File: config.mk
export PLATFORM = sky130hd
export DESIGN_NAME = fpu_issue_ctrl
export DESIGN_NICKNAME = d
export VERILOG_FILES = /design/src/rtl/fpu_issue_ctrl.sv
export SDC_FILE = /design/constraint.sdc
export NUM_CORES = 1
export LEC_CHECK = 0
export CORE_ASPECT_RATIO = 1.2
export CORE_MARGIN = 3
export CORE_UTILIZATION = 44
export CTS_BUF_LIST = sky130_fd_sc_hd__clkbuf_8
export CTS_CLUSTER_DIAMETER = 40
export CTS_CLUSTER_SIZE = 16
export DETAILED_ROUTE_END_ITERATION = 8
export PLACE_DENSITY = 0.88
export SLEW_MARGIN = 15
export SYNTH_ARGS = -nofsm -noshare
export SYNTH_HDL_FRONTEND = slang
export SYNTH_SLANG_ARGS = --single-unit
File: constraint.sdc
create_clock -name clock -period 2.3 [get_ports clock]
set_input_delay 0.46 -clock clock [delete_from_list [all_inputs] [get_ports clock]]
set_output_delay 0.46 -clock clock [all_outputs]
set_load 0.05 [all_outputs]
File: src/rtl/fpu_issue_ctrl.sv
// ============================================================================
// fpu_issue_ctrl : FP issue stage - holds one decoded op, picks its unit and
//                  releases it when the unit and the FP writeback port are free
// Revision       : 1.0
// ============================================================================
`default_nettype none

module fpu_issue_ctrl #(
  parameter int FMA_LAT  = 3,
  parameter int FAST_LAT = 2,
  parameter int CNT_W    = 16
) (
  input  logic             clock,
  input  logic             reset,
  input  logic             io_in_valid,
  output logic             io_in_ready,
  input  logic [31:0]      io_in_inst,
  input  logic [13:0]      io_in_sigs,
  input  logic             io_kill,
  input  logic             io_divsqrt_rdy,
  output logic             io_iss_valid,
  output logic [1:0]       io_iss_unit,
  output logic [31:0]      io_iss_inst,
  output logic [13:0]      io_iss_sigs,
  output logic             io_wb_port_bsy,
  output logic [CNT_W-1:0] io_stall_cnt
);

  localparam logic [1:0] UNIT_FMA  = 2'd0;
  localparam logic [1:0] UNIT_FAST = 2'd1;
  localparam logic [1:0] UNIT_DIV  = 2'd2;
  localparam logic [1:0] UNIT_TINT = 2'd3;

  localparam int SIG_WEN   = 13;
  localparam int SIG_TOINT = 5;
  localparam int SIG_FMA   = 3;
  localparam int SIG_DIV   = 2;
  localparam int SIG_SQRT  = 1;

  localparam logic [0:0] HOLD_EMPTY = 1'b0;
  localparam logic [0:0] HOLD_FULL  = 1'b1;

  logic [0:0]       state_q, state_d;
  logic [31:0]      inst_q, inst_d;
  logic [13:0]      sigs_q, sigs_d;
  logic [1:0]       unit_q, unit_d;
  logic [FMA_LAT:0] sched_q, sched_d;
  logic [CNT_W-1:0] stall_q, stall_d;

  logic [1:0] w_in_unit;
  logic       w_pipelined;
  logic       w_sched_hit;
  logic       w_hazard;
  logic       w_fire;
  logic       w_capture;

  always_comb begin
    w_in_unit = UNIT_FAST;
    if (io_in_sigs[SIG_DIV] || io_in_sigs[SIG_SQRT]) begin
      w_in_unit = UNIT_DIV;
    end else if (io_in_sigs[SIG_FMA]) begin
      w_in_unit = UNIT_FMA;
    end else if (io_in_sigs[SIG_TOINT]) begin
      w_in_unit = UNIT_TINT;
    end
  end

  // Only FMA and FAST results share the pipelined FP writeback port.
  assign w_pipelined = sigs_q[SIG_WEN] && (unit_q == UNIT_FMA || unit_q == UNIT_FAST);
  assign w_sched_hit = (unit_q == UNIT_FMA) ? sched_q[FMA_LAT] : sched_q[FAST_LAT];
  assign w_hazard    = ((unit_q == UNIT_DIV) && !io_divsqrt_rdy) || (w_pipelined && w_sched_hit);

  always_ff @(posedge clock or negedge reset) begin
    if (!reset) begin
      state_q <= HOLD_EMPTY;
    end else begin
      state_q <= state_d;
    end
  end

  always_comb begin
    state_d = state_q;
    if (w_capture) begin
      state_d = HOLD_FULL;
    end else if (w_fire || io_kill) begin
      state_d = HOLD_EMPTY;
    end
  end

  // Ready is gated by reset so nothing is accepted while reset is held.
  always_comb begin
    w_fire      = (state_q == HOLD_FULL) && !w_hazard && !io_kill;
    io_in_ready = reset && !io_kill && ((state_q == HOLD_EMPTY) || w_fire);
    w_capture   = io_in_valid && io_in_ready;
  end

  always_comb begin
    inst_d  = inst_q;
    sigs_d  = sigs_q;
    unit_d  = unit_q;
    sched_d = sched_q >> 1;
    stall_d = stall_q;
    if (w_capture) begin
      inst_d = io_in_inst;
      sigs_d = io_in_sigs;
      unit_d = w_in_unit;
    end
    if (w_fire && w_pipelined) begin
      if (unit_q == UNIT_FMA) begin
        sched_d[FMA_LAT-1] = 1'b1;
      end else begin
        sched_d[FAST_LAT-1] = 1'b1;
      end
    end
    if ((state_q == HOLD_FULL) && !w_fire && !io_kill && (stall_q != {CNT_W{1'b1}})) begin
      stall_d = stall_q + {{(CNT_W-1){1'b0}}, 1'b1};
    end
  end

  always_ff @(posedge clock or negedge reset) begin
    if (!reset) begin
      inst_q  <= '0;
      sigs_q  <= '0;
      unit_q  <= UNIT_FMA;
      sched_q <= '0;
      stall_q <= '0;
    end else begin
      inst_q  <= inst_d;
      sigs_q  <= sigs_d;
      unit_q  <= unit_d;
      sched_q <= sched_d;
      stall_q <= stall_d;
    end
  end

  assign io_iss_valid   = w_fire;
  assign io_iss_unit    = unit_q;
  assign io_iss_inst    = inst_q;
  assign io_iss_sigs    = sigs_q;
  assign io_wb_port_bsy = sched_q[0];
  assign io_stall_cnt   = stall_q;

endmodule

`default_nettype wire

==> impl_metrics.py <==
metrics = {
    "outcome": {
        "status": "finished clean",
    },
    "die": {
        "die-area_um2": 7453,
        "die_x_um": 79.31,
        "start_util_pct": 46.30,
        "rows": 31,
        "ios": 118,
        "die_h_um": 93.97,
        "core_area_um2": 6128,
    },
    "synth": {
        "syn_inst": 190,
        "synth_fp_nets": 242,
        "synth-seq-cells": 68,
        "synth_warnings": 0,
        "synth_top_cell_by_area": "dfrtp_1",
        "async_flop_share_pct": 100.0,
        "syn_area_um2": 2838,
        "synthFlopType": "dfrtp_1",
        "synth_common_cells": "dfrtp_1, mux2_2, xor2_1, mux2_4, nand4_1",
        "synth.most_common_cell": "dfrtp_1",
        "synth_cell_types": 31,
        "synth_area_leaders": "dfrtp_1, mux2_2, mux2_4",
        "avgSynthCellArea_um2": 14.94,
        "synth_edf_count": 0,
        "synth_seq_area_share_pct": 59.96,
        "synth_top_area_share_pct": 59.96,
    },
    "sta": {
        "rsz0062_at_grt": "no",
        "post-route-min-period_ns": 2.130,
        "max-slew-margin-rel_pct": 60.59,
        "drv_slew": 0,
        "fin_tns_setup_ns": 0,
        "finalHoldViolCount": 0,
        "skew_ns": 0.01179,
        "fmaxAchievable_mhz": 469.6,
        "final.setup.worst_slack_ns": 0.1705,
        "setup_viol": 0,
        "min_period_over_period_pct": 92.59,
        "tightestPinTransition_ns": 0.5911,
    },
    "routing": {
        "antenna_left": 0,
        "drtPass1Iterations": 4,
        "vias_per_cell": 5.000,
        "drc": 0,
        "wl_um": 6420,
        "routedWlPerCell_um": 15.85,
        "drt_iter0_markers": 35,
        "vias": 2025,
    },
    "global_routing": {
        "grt_pass1_wl_um": 10410,
        "grt_max_degree": 49,
        "grt_use_total_pct": 18.28,
        "antenna_found_initial": 0,
        "grt_overflow": 0,
        "grt_pass1_vias": 2147,
    },
    "layout": {
        "area_delta_synth_final_pct": 54.85,
        "final_util_pct": 71.70,
        "fin_nets": 370,
        "final_layout_size_suffix_gt1_share_pct": 26.32,
        "stdcell_count": 405,
        "antennaDiodeCount": 0,
    },
    "job": {
        "drv_cap": 0,
    },
    "clocking": {
        "cts_tree": "done",
        "insertion_delay_ns": 0.34,
        "clock_sinks": 68,
        "ctsHoldBuffers": 0,
        "clk_pin_slew_worst_paths_ns": 0.08,
        "cts_buffers": 9,
        "max-clock-path-buffers": 2,
        "ctsResizeCount": 0,
        "cts_setup_buffers": 0,
        "htree_levels": 3,
        "clock-root-buffer": "clkbuf_8",
    },
    "setup_path": {
        "rr_worst_depth": 5,
        "crit_path_end_kind": "primary output",
        "r2r_start": "io_iss_unit[1]$_DFFE_PN0P_",
        "worstPathArrival_ns": 1.67,
        "worst-path-buf-inv": 1,
        "r2r_setup_slack_ns": 0.50,
        "critical_path_class": "reg -> out",
        "crit_fanout": 6,
        "max_stage_delay_ns": 0.86,
        "path_cells": "clkdlybuf4s50_1",
        "start_kind": "register",
        "rr_endpoint": "io_iss_unit[1]$_DFFE_PN0P_",
        "slowest_stage": "clkdlybuf4s50_1",
        "critPathTopFamily": "buffers and inverters",
        "cp_data_required_time_ns": 1.84,
    },
    "power_and_ir_drop": {
        "p_leak_nw": 1.936,
        "p_int_mw": 2.590,
        "comb_power_share_pct": 34.8,
        "power_density_nw_per_um2": 908.0,
        "pwr-share-clk_pct": 27.9,
        "p_switching_mw": 1.400,
        "switching_share_pct": 35.08,
        "pwr-share-seq_pct": 37.3,
        "ir_drop_v": 0.0006121,
    },
    "worst_hold_path": {
        "hp-class": "in -> async",
    },
    "place": {
        "portBuffers": 117,
        "dp_cells": 389,
        "dpl.hpwl_um": 4724,
        "post-place-ws_ns": 0.1623,
        "gp_congestion": 0.8473,
    },
}
## cell families after synthesis
| group | Yosys count | synth area share [%] |
|---|---|---|
| muxes | 49 | 20.63 |
| adders and majority gates | 1 | 0.4408 |
| xor gates and xnor gates | 15 | 4.630 |
| AOI/OAI and AO/OA | 4 | 1.411 |
| DFF | 68 | 59.96 |
| and+or+nand+nor | 44 | 10.89 |
| buffers and inverters | 9 | 2.028 |
## power groups by stage
| stage | combinational, mW | sequential [mW] | clock (mW) |
|---|---|---|---|
| 4_1_cts | 1.40 | 1.49 | 1.14 |
| 3_5_place_dp | 1.40 | 1.51 | 0 |
| 2_1_floorplan | 0.226 | 2.13 | 0 |
| 6_report | 1.39 | 1.49 | 1.11 |
| 3_3_place_gp | 1.38 | 1.50 | 0 |
| 5_1_grt | 1.44 | 1.51 | 1.18 |
## area by class of cell
class                           instances  area [um2]
Fill cell                             462        1734
Sequential cell                        68        1702
Timing Repair Buffer                  124        1264
Multi-Input combinational cell        113        1084
Clock buffer                           11       151.4
Tap cell                               82       102.6
Clock inverter                          5       83.83
Inverter                                2       7.507
## sequential cells by signal, summed over array words and instances (netlist names)
signal,count
sched_q,3
io_iss_sigs,14
io_stall_cnt,16
io_iss_unit,2
state_q,1
io_iss_inst,32
## worst max path at each step
stage,slack [ns],depth (start not counted),from,end
after CTS,0.15,1,io_stall_cnt[11]$_DFFE_PN0P_,io_stall_cnt[11]
after global placement,0.23,6,io_divsqrt_rdy,io_iss_unit[1]$_DFFE_PN0P_
after global routing,0.11,1,io_stall_cnt[11]$_DFFE_PN0P_,io_stall_cnt[11]
after detailed placement,0.16,6,io_divsqrt_rdy,io_iss_sigs[9]$_DFFE_PN0P_
after floorplan,0.23,2,io_iss_unit[1]$_DFFE_PN0P_,io_iss_valid
final,0.17,1,io_stall_cnt[11]$_DFFE_PN0P_,io_stall_cnt[11]
## placed cells by master, fill, tap and decap left out, types with 4 or more instances in the layout
cell             instances
mux2_4                   9
nand2_1                  5
buf_12                   4
nor3_1                   4
clkdlybuf4s50_1        114
mux2_2                  40
nand4_1                  7
dfrtp_1                 68
xor2_1                  14
nor4_2                   5
buf_4                    5
clkbuf_8                11
## metal layers
layer  GRT usage, %  vias to the layer above  wire length (um)
met5              0                        -                 0
met4          8.166                        0                90
met3          4.702                        9               381
met2          29.92                       81              3287
met1          22.71                      999              2661
li1               -                      936                 -
## stage by stage
stage	power (mW)	cell area, um2	hold WS (ns)
floorplan	2.356	2843	0.1644
global placement	2.880	4159	0.3357
detailed placement	2.907	4159	0.3363
CTS	4.033	4394	0.1236
global route	4.140	4394	0.1444
finish	3.990	4394	0.1271
No activity file was read; power rests on OpenSTA's default activity.
